$ cat config.mk
export PLATFORM = sky130hd
export DESIGN_NAME = voice_scheduler_flat
export DESIGN_NICKNAME = d
export VERILOG_FILES = /design/src/rtl/voice_scheduler_pkg.sv /design/src/rtl/voice_scheduler_if.sv /design/src/rtl/voice_scheduler_picker.sv /design/src/rtl/voice_scheduler.sv /design/src/flat_wrapper.sv
export SDC_FILE = /design/constraint.sdc
export NUM_CORES = 1
export LEC_CHECK = 0
export ABC_AREA = 1
export CAP_MARGIN = 10
export CORE_MARGIN = 3
export CORE_UTILIZATION = 50
export DETAILED_ROUTE_END_ITERATION = 6
export PLACE_DENSITY_LB_ADDON = 0.2
export SETUP_SLACK_MARGIN = 0.5
export SLEW_MARGIN = 5
export SYNTH_ARGS = -nofsm -noshare
export SYNTH_HDL_FRONTEND = slang
export SYNTH_SLANG_ARGS = --single-unit
$ cat constraint.sdc
create_clock -name clk -period 2.1 [get_ports clk]
set_input_delay 0.42 -clock clk [delete_from_list [all_inputs] [get_ports clk]]
set_output_delay 0.42 -clock clk [all_outputs]
set_load 0.03 [all_outputs]
$ cat src/rtl/voice_scheduler_pkg.sv
// rtl/voice_scheduler_pkg.sv - shared definitions for the chord voice scheduler
// Purpose: scheduler state encoding, voice count and default bus widths.
// Ports: none (package).
package voice_scheduler_pkg;

  localparam int NUM_VOICES = 3;
  localparam int NOTE_W_DEF = 6;
  localparam int DUR_W_DEF  = 6;

  typedef enum logic [1:0] {
    SCHED_WAIT    = 2'd0,
    SCHED_STALL   = 2'd1,
    SCHED_ADVANCE = 2'd2,
    SCHED_ACK     = 2'd3
  } sched_state_e;

endpackage

$ cat src/rtl/voice_scheduler_if.sv
// rtl/voice_scheduler_if.sv - song_reader entry handshake and voice load bus
// Purpose: groups the entry handshake from song_reader and the shared voice bus.
// Signals:
//   new_note/note_in/duration_in/advance_in : entry offered by song_reader
//   note_done                               : request for the next entry
//   load_voice/note_out/duration_out         : one-hot load and shared note bus
//   voice_busy                              : per-voice occupancy
//   voice_done                              : per-voice done_with_note pulses
// Modports: master = song_reader + voices side, slave = scheduler.
interface voice_scheduler_if
  import voice_scheduler_pkg::*;
#(
  parameter int NOTE_W = NOTE_W_DEF,
  parameter int DUR_W  = DUR_W_DEF
);
  logic                  new_note;
  logic [NOTE_W-1:0]     note_in;
  logic [DUR_W-1:0]      duration_in;
  logic                  advance_in;
  logic                  note_done;
  logic [NUM_VOICES-1:0] load_voice;
  logic [NOTE_W-1:0]     note_out;
  logic [DUR_W-1:0]      duration_out;
  logic [NUM_VOICES-1:0] voice_busy;
  logic [NUM_VOICES-1:0] voice_done;

  modport master (
    output new_note, note_in, duration_in, advance_in, voice_done,
    input  note_done, load_voice, note_out, duration_out, voice_busy
  );

  modport slave (
    input  new_note, note_in, duration_in, advance_in, voice_done,
    output note_done, load_voice, note_out, duration_out, voice_busy
  );
endinterface

$ cat src/rtl/voice_scheduler_picker.sv
// rtl/voice_scheduler_picker.sv - lowest-index free voice priority encoder
// Purpose: one-hot grant of the lowest set bit of the free vector.
// Ports:
//   free_i  : voices available this cycle
//   grant_o : one-hot grant (zero when nothing is free)
//   any_o   : at least one voice is free
module voice_picker
  import voice_scheduler_pkg::*;
(
  input  logic [NUM_VOICES-1:0] free_i,
  output logic [NUM_VOICES-1:0] grant_o,
  output logic                  any_o
);
  // x & -x isolates the lowest set bit.
  assign grant_o = free_i & (~free_i + NUM_VOICES'(1));
  assign any_o   = |free_i;
endmodule

$ cat src/rtl/voice_scheduler.sv
// rtl/voice_scheduler.sv - allocates song entries to three note voices
// Purpose: accepts one entry at a time, loads notes into free voices, stalls
// while all voices are busy, counts beats for time-advance entries and pulses
// note_done when the next entry may be fetched.
// Ports:
//   clk, reset     : clock, synchronous active-high reset
//   play_i         : low freezes scheduling (busy clearing continues)
//   beat_i         : one-cycle beat pulse
//   bus            : entry handshake and voice bus (slave side)
//   protocol_err_o : sticky, new_note seen outside WAIT
module voice_scheduler
  import voice_scheduler_pkg::*;
#(
  parameter int NOTE_W = NOTE_W_DEF,
  parameter int DUR_W  = DUR_W_DEF
) (
  input  logic            clk,
  input  logic            reset,
  input  logic            play_i,
  input  logic            beat_i,
  voice_scheduler_if.slave bus,
  output logic            protocol_err_o
);

  sched_state_e          state_q, state_d;
  logic [NUM_VOICES-1:0] busy_q, busy_d;
  logic [DUR_W-1:0]      count_q, count_d;
  logic [NOTE_W-1:0]     ent_note_q, ent_note_d;
  logic [DUR_W-1:0]      ent_dur_q, ent_dur_d;
  logic                  ent_adv_q, ent_adv_d;
  logic [NUM_VOICES-1:0] load_q, load_d;
  logic [NOTE_W-1:0]     note_out_q, note_out_d;
  logic [DUR_W-1:0]      dur_out_q, dur_out_d;
  logic                  perr_q, perr_d;

  logic [NUM_VOICES-1:0] free;
  logic [NUM_VOICES-1:0] grant;
  logic                  any_free;

  // A voice finishing this cycle may be reloaded on the same edge.
  assign free = ~busy_q | bus.voice_done;

  voice_picker u_picker (
    .free_i  (free),
    .grant_o (grant),
    .any_o   (any_free)
  );

  logic              take;
  logic [NOTE_W-1:0] e_note;
  logic [DUR_W-1:0]  e_dur;
  logic              e_adv;

  always_comb begin
    state_d    = state_q;
    busy_d     = busy_q & ~bus.voice_done;
    count_d    = count_q;
    ent_note_d = ent_note_q;
    ent_dur_d  = ent_dur_q;
    ent_adv_d  = ent_adv_q;
    load_d     = '0;
    note_out_d = note_out_q;
    dur_out_d  = dur_out_q;
    perr_d     = perr_q | (bus.new_note && (state_q != SCHED_WAIT));
    take       = 1'b0;
    e_note     = ent_note_q;
    e_dur      = ent_dur_q;
    e_adv      = ent_adv_q;

    unique case (state_q)
      SCHED_WAIT: begin
        if (bus.new_note) begin
          ent_note_d = bus.note_in;
          ent_dur_d  = bus.duration_in;
          ent_adv_d  = bus.advance_in;
          if (play_i) begin
            take   = 1'b1;
            e_note = bus.note_in;
            e_dur  = bus.duration_in;
            e_adv  = bus.advance_in;
          end else begin
            // Held entry is replayed from STALL once play returns.
            state_d = SCHED_STALL;
          end
        end
      end
      SCHED_STALL: begin
        if (play_i) take = 1'b1;
      end
      SCHED_ADVANCE: begin
        if (play_i && beat_i) begin
          if (count_q == DUR_W'(1)) begin
            count_d = '0;
            state_d = SCHED_ACK;
          end else begin
            count_d = count_q - DUR_W'(1);
          end
        end
      end
      SCHED_ACK: begin
        state_d = SCHED_WAIT;
      end
      default: state_d = SCHED_WAIT;
    endcase

    if (take) begin
      if (e_adv) begin
        if (e_dur == '0) begin
          state_d = SCHED_ACK;
        end else begin
          count_d = e_dur;
          state_d = SCHED_ADVANCE;
        end
      end else if (e_note == '0) begin
        state_d = SCHED_ACK;
      end else if (any_free) begin
        load_d     = grant;
        note_out_d = e_note;
        dur_out_d  = e_dur;
        state_d    = SCHED_ACK;
      end else begin
        state_d = SCHED_STALL;
      end
    end

    // Load wins over a same-edge done on the same voice.
    busy_d = busy_d | load_d;
  end

  always_ff @(posedge clk) begin
    if (reset) begin
      state_q    <= SCHED_WAIT;
      busy_q     <= '0;
      count_q    <= '0;
      ent_note_q <= '0;
      ent_dur_q  <= '0;
      ent_adv_q  <= 1'b0;
      load_q     <= '0;
      note_out_q <= '0;
      dur_out_q  <= '0;
      perr_q     <= 1'b0;
    end else begin
      state_q    <= state_d;
      busy_q     <= busy_d;
      count_q    <= count_d;
      ent_note_q <= ent_note_d;
      ent_dur_q  <= ent_dur_d;
      ent_adv_q  <= ent_adv_d;
      load_q     <= load_d;
      note_out_q <= note_out_d;
      dur_out_q  <= dur_out_d;
      perr_q     <= perr_d;
    end
  end

  assign bus.note_done    = (state_q == SCHED_ACK);
  assign bus.load_voice   = load_q;
  assign bus.note_out     = note_out_q;
  assign bus.duration_out = dur_out_q;
  assign bus.voice_busy   = busy_q;
  assign protocol_err_o   = perr_q;

endmodule

$ cat src/flat_wrapper.sv
// flat-port wrapper written by rule: the top's interface ports become plain ports
module voice_scheduler_flat import voice_scheduler_pkg::*;
#(
  parameter int NOTE_W = NOTE_W_DEF,
  parameter int DUR_W  = DUR_W_DEF
)
  (clk, reset, play_i, beat_i, protocol_err_o, bus_new_note, bus_note_in, bus_duration_in, bus_advance_in, bus_voice_done, bus_note_done, bus_load_voice, bus_note_out, bus_duration_out, bus_voice_busy);
  voice_scheduler_if #(.NOTE_W(NOTE_W), .DUR_W(DUR_W)) bus_i ();
  input  logic clk;
  input  logic reset;
  input  logic play_i;
  input  logic beat_i;
  output logic protocol_err_o;
  input wire logic [$bits(bus_i.new_note)-1:0] bus_new_note;
  input wire logic [$bits(bus_i.note_in)-1:0] bus_note_in;
  input wire logic [$bits(bus_i.duration_in)-1:0] bus_duration_in;
  input wire logic [$bits(bus_i.advance_in)-1:0] bus_advance_in;
  input wire logic [$bits(bus_i.voice_done)-1:0] bus_voice_done;
  output wire logic [$bits(bus_i.note_done)-1:0] bus_note_done;
  output wire logic [$bits(bus_i.load_voice)-1:0] bus_load_voice;
  output wire logic [$bits(bus_i.note_out)-1:0] bus_note_out;
  output wire logic [$bits(bus_i.duration_out)-1:0] bus_duration_out;
  output wire logic [$bits(bus_i.voice_busy)-1:0] bus_voice_busy;
  assign bus_i.new_note = bus_new_note;
  assign bus_i.note_in = bus_note_in;
  assign bus_i.duration_in = bus_duration_in;
  assign bus_i.advance_in = bus_advance_in;
  assign bus_i.voice_done = bus_voice_done;
  assign bus_note_done = bus_i.note_done;
  assign bus_load_voice = bus_i.load_voice;
  assign bus_note_out = bus_i.note_out;
  assign bus_duration_out = bus_i.duration_out;
  assign bus_voice_busy = bus_i.voice_busy;
  voice_scheduler #(.NOTE_W(NOTE_W), .DUR_W(DUR_W)) u_core (.clk(clk), .reset(reset), .play_i(play_i), .beat_i(beat_i), .bus(bus_i), .protocol_err_o(protocol_err_o));
endmodule
* Word-level counts from Yosys, hierarchy flattened
Cells that the tools add are included.
** Operators by class
- $add $sub $neg :: 2
- Reductions and logical operators :: 11
- Bitwise gates (word level) :: 10
- Muxes and demuxes :: 32
- Equal/unequal tests :: 8
** Operator list (count)
- 6-bit 2-to-1 mux :: 12
- 2-bit 2-to-1 mux :: 8
- 6-bit zero test :: 2
- 3-bit 2-to-1 mux :: 4
- 3-bit inverter :: 3
- 3-bit AND :: 2
- 6-bit by 1-bit == test with 1-bit output (second input constant) :: 1
- 1-bit 2-to-1 mux :: 6
- 3-bit by 1-bit != test with 1-bit output (second input constant) :: 2
- 3-bit by 2-bit != test with 1-bit output (second input constant) :: 2
- 3-bit bitwise OR :: 2
- 2-bit case mux with 3 select lines :: 1
- 6-bit by 1-bit subtractor with 6-bit output (second input constant) :: 1
- 5-bit AND reduction :: 1
- 2-bit == test (second input constant) :: 2
- 4-bit AND reduction :: 1
- 4-bit nonzero test :: 1
- 3-bit by 1-bit adder with 3-bit output (second input constant) :: 1
- 3-bit OR reduction :: 1
- 2-bit by 1-bit == test with 1-bit output (second input constant) :: 1
- 1-bit logical AND :: 2
- 2-bit zero test :: 1
- 1-bit inverter :: 2
- 1-bit case mux with 2 select lines :: 1
- other kinds (3) :: 3
** Word-level totals
- Output and inout bits :: 20
- Bits of input ports :: 21
- Bits in registers :: 40

* Longest topological paths before layout
- Depth after elaboration :: 10
- Gate-level depth with buffers :: 14
- Gate-level depth less buffers :: 12

* Modules after synthesis
A second synthesis with hierarchy kept.
** Unflattened totals
- Cell total of the unflattened synthesis :: 315
- Area, all modules :: 2102.0 µm²
** By module, submodules not included
- voice_scheduler :: cells each 307, times used 1, seq. area each 800.8 µm², area each 2062.0 µm²
- voice_picker :: cells each 8, times used 1, seq. area each 0.0 µm², area each 40.0 µm²

* Worst setup path before layout
No wires, ideal clock.
- Path kind :: flip-flop to flip-flop
- From :: register u_core.state_q[0]
- To :: register u_core.count_q[4]
- Arrival :: 1688 ps
- Library setup time :: 132 ps
- Path slack :: 280 ps
- Stages on the path, launching flop included :: 13
- Clock period less this slack :: 1820 ps
- Buffers on the path :: 2
- Cells stage by stage :: dfxtp_1 inv_1 ha_1 buf_4 nand3_4 buf_6 nand2_1 o21ai_1 inv_2 nor2_2 nand2_2 nand2_1 a21oi_1
** On the way
- Word-level cells in the longest chain between the ends :: 6
** Ends and longest elaborated chain
- from (decl) :: line voice_scheduler.sv:25 : sched_state_e state_q, state_d;
- from (signal assigned) :: line voice_scheduler.sv:143 : state_q <= state_d;
- 2-bit zero test :: line voice_scheduler.sv:70 : unique case (state_q)
- 6-bit 2-to-1 mux :: line voice_scheduler.sv:70
- 6-bit zero test :: line voice_scheduler.sv:108 : if (e_dur == '0) begin
- 6-bit 2-to-1 mux :: line voice_scheduler.sv:108
- 6-bit 2-to-1 mux :: line voice_scheduler.sv:107 : if (e_adv) begin
- 6-bit 2-to-1 mux * :: line voice_scheduler.sv:106 : if (take) begin
- to (signal assigned) :: line voice_scheduler.sv:145 : count_q <= count_d;
- to (decl) :: line voice_scheduler.sv:27 : logic [DUR_W-1:0] count_q, count_d;
Every way passes the cells marked *; elsewhere a longest branch is shown, timed or not.
A chain may end at the register's enable or synchronous reset.

* Worst setup path after layout
- From :: register u_core.state_q[0]
- To :: register u_core.dur_out_q[1] (netlist: u_core.bus.duration_out[1])
** On the way
- Word-level cells in the longest chain between the ends :: 5
** Ends and longest elaborated chain
- 2-bit zero test :: line voice_scheduler.sv:70
- 6-bit 2-to-1 mux :: line voice_scheduler.sv:70
- 6-bit zero test :: line voice_scheduler.sv:114 : end else if (e_note == '0) begin
- 1-bit inverter (no source line)
- 4-bit AND reduction (no source line)
- to (signal assigned) :: line voice_scheduler.sv:151 : dur_out_q <= dur_out_d;
- to (decl) :: line voice_scheduler.sv:33 : logic [DUR_W-1:0] dur_out_q, dur_out_d;
Parallel ways exist; a longest one is shown, timed or not.

==> flow_metrics.env <==
export IMPL_grt_antenna_before_repair=0
export IMPL_yosysWarnings=0
export IMPL_hold_path_depth=2
export IMPL_regToRegSetupSlack_ns=0.20
export IMPL_cp_endpoint="u_core.bus.duration_out[1]"
export IMPL_startpoint="u_core.state_q[0]"
export IMPL_start_kind="flip-flop"
export IMPL_top_layer_used="met4"
export IMPL_worstSetupPathType="flip-flop to flip-flop"
export IMPL_synth_cell_types=24
export IMPL_finalCriticalPeriod_ns=1.898
export IMPL_maxSlewViolCount=0
export IMPL_dp_hpwl_um=3687
export IMPL_grt_max_degree=17
export IMPL_start_util_pct=52.33
export IMPL_post_drt_wl_per_cell_um=15.37
export IMPL_grt_overflow=0
export IMPL_nNetsFinal=428
export IMPL_setup_tns_ns=0
export IMPL_r2r_cells=11
export IMPL_wl_met3_um=362
export IMPL_r2r_start="u_core.state_q[0]"
export IMPL_rsz0062_at_grt="yes"
export IMPL_power_mw=3.999
export IMPL_worstPathMaxFanout=6
export IMPL_syn_area_um2=2123
export IMPL_rows=23
export IMPL_cts_sinks=40
export IMPL_synth_nets=346
export IMPL_die_w_um=71.17
export IMPL_cts_max_level=2
export IMPL_drt_pass1_iterations=5
export IMPL_drc=0
export IMPL_grt_usage_pct=23.28
export IMPL_fill_cells=256
export IMPL_worst_skew_pair_late_latency_ns=0.31
export IMPL_seqCellArea_um2=808.3
export IMPL_via_per_inst=5.336
export IMPL_worstSetupEndpointType="flip-flop"
export IMPL_core_area_um2=4058
export IMPL_detail_route_wirelength_um=6915
export IMPL_grt_pass1_vias=2164
export IMPL_fmax_mhz=527.0
export IMPL_status="finished clean"
export IMPL_critPathArrivalTime_ns=2.11
export IMPL_numCtsBuffers=5
export IMPL_grt_first_pass_wirelength_um=9473
export IMPL_cts_tree="yes"
export IMPL_layout_drive_gt1_share_pct=32.25
export IMPL_cts_clk_slew_worst_paths_ns=0.09
export IMPL_p_leak_nw=1.589
export IMPL_synthToLayoutAreaGrowth_pct=55.33
export IMPL_wl_met1_um=2894
export IMPL_synth_seq_cells=40
export IMPL_die_h_um=71.17
export IMPL_slew_headroom_pct=76.51
export IMPL_powerDensity_nw_per_um2=1213
export IMPL_synthCells=317
export IMPL_setup_viol=0
export IMPL_cp_common_cell="nand3_4"
export IMPL_critPathMaxStageDelay_ns=0.37
export IMPL_crit_required_ns=2.31
export IMPL_hold_path_class="flip-flop to flip-flop"
export IMPL_multiInputGateArea_um2=1356
export IMPL_cts_root_buf="clkbuf_8"
export IMPL_whs_ns=0.4759
export IMPL_synth_seq_area_share_pct=37.71
export IMPL_hold_viol=0
export IMPL_dr_wl_met2_um=3454
export IMPL_worstReg2RegEnd="u_core.bus.duration_out[1]"
export IMPL_antenna_cells=0
export IMPL_gp_congestion=0.8784
export IMPL_io_buffers=40
export IMPL_vdd_ir_drop_worst_mv=0.7905
export IMPL_cts_max_path_buffers=2
export IMPL_via_count=2401
export IMPL_worst_path_max_delay_cell="dfxtp_4"
export IMPL_die_area_um2=5064
export IMPL_postRouteAntennaNets=0
export IMPL_ios=41
export IMPL_maxCapViolations=0
export IMPL_fin_crit_sh_pct=90.37
export IMPL_worst_pin_slew_ns=0.3520
export IMPL_crit_chain="inv_4 -> ha_4 -> buf_6 -> nand3_4 -> o21ai_1 -> nor2_4 -> nand3_4 -> buf_4 -> nand3_4 -> nor2_1 -> nor2_1"
export IMPL_fin_skew_ns=0.009341
export IMPL_first_iter_violations=158
export IMPL_synth_area_per_cell_um2=6.698
critical path, delay by kind of cell (launching register included):
kind | cells | cell delay [ns]
AOI/OAI and AO/OA | 1 | 0.32
buffers and inverters | 3 | 0.32
and+or+nand+nor | 6 | 0.59
DFF | 1 | 0.37
adders and majority gates | 1 | 0.18
cells in the mapped netlist (all sizes together):
cell	instances	area [um^2]
buf	7	60.05
o21bai	1	7.510
xor2	2	17.52
or2	1	6.260
ha	8	100.1
a21oi	24	120.1
inv	46	172.7
nor2	47	193.9
nand4	9	56.30
o21ai	20	100.1
nor3	1	5.000
nand2	92	355.3
dfxtp	40	800.8
nand3	13	102.6
clkbuf	5	18.77
o22ai	1	6.260
registers in the layout, indices dropped and copies added (netlist names):
signal                   cells
u_core.state_q               2
u_core.ent_adv_q             1
u_core.ent_note_q            6
u_core.bus.note_out          6
u_core.ent_dur_q             6
u_core.count_q               6
u_core.bus.duration_out      6
u_core.bus.voice_busy        3
u_core.protocol_err_o        1
u_core.bus.load_voice        3
cells in the final DEF (no fill, tap or decap), drive strengths merged:
master         count
o22ai              1
buf               43
a21oi             24
bufinv             1
inv               46
o21ai             20
dlygate4sd2       21
o21bai             1
nand3             17
nor3               1
nand4              9
clkbuf             6
clkinvlp           1
or2                1
nand2             92
clkinv             1
ha                 8
xor2               2
clkdlybuf4s50     18
nor2              47
dfxtp             40
worst min path at each step:
stage / start / endpoint / slack [ns]
floorplan: u_core.ent_dur_q[2] / u_core.ent_dur_q[2] / 0.42
global placement: u_core.ent_dur_q[4] / u_core.ent_dur_q[4] / 0.43
detailed placement: u_core.ent_dur_q[2] / u_core.ent_dur_q[2] / 0.44
CTS: u_core.ent_dur_q[4] / u_core.ent_dur_q[4] / 0.46
global route: u_core.ent_note_q[1] / u_core.ent_note_q[1] / 0.50
finish: u_core.ent_note_q[3] / u_core.ent_note_q[3] / 0.48
repair_timing:
action | 4_1_cts | 5_1_grt
endpoints found under the setup margin | 46 | 28
pin swaps | 12 | 21
hold buffers | 0 | 0
gates resized for setup | 61 | 53
setup buffers | 8 | 8
cloned | 3 | 2
area by class of cell:
class,count,area share (%)
repair buffers,83,23.37
well taps,50,1.897
flip-flops and latches,40,24.51
clock buffers,5,2.086
clock inverters,3,1.404
multi-input cells,223,41.12
inverters,46,5.615
stage by stage:
stage	area, um^2	util (%)	std cells	worst slack, ns
floorplan	2150	-	317	0.4270
global placement	2738	67.47	421	-0.05857
detailed placement	2738	67.47	421	-0.1353
CTS	3054	75.27	440	0.3585
global route	3298	81.28	450	0.1241
finish	3298	81.28	450	0.2023
routing by layer:
layer  up-vias  track usage [%]
li1       1160                -
met1      1103            28.16
met2       111            40.10
met3        27            4.830
met4         0            9.186
met5         -                0
cell families (layout without fill, tap and decap cells):
kind of cell               after synthesis  in the layout  synth area share [%]
AOI/OAI and AO/OA                       46             46                 11.02
xor gates and xnor gates                 2              2                0.8251
adders and majority gates                8              8                 4.714
buffers and inverters                   58            137                 11.84
DFF                                     40             40                 37.71
and+or+nand+nor                        163            167                 33.88
power by group:
part / leakage, nW / total [mW] / internal [mW] / switching (mW)
Combinational: 1.21 / 2.27 / 0.943 / 1.33
Clock: 0.0548 / 0.668 / 0.358 / 0.310
Sequential: 0.328 / 1.06 / 0.948 / 0.114
Total: 1.59 / 4.00 / 2.25 / 1.75
Note: power is estimated with default switching activity, not from simulation.
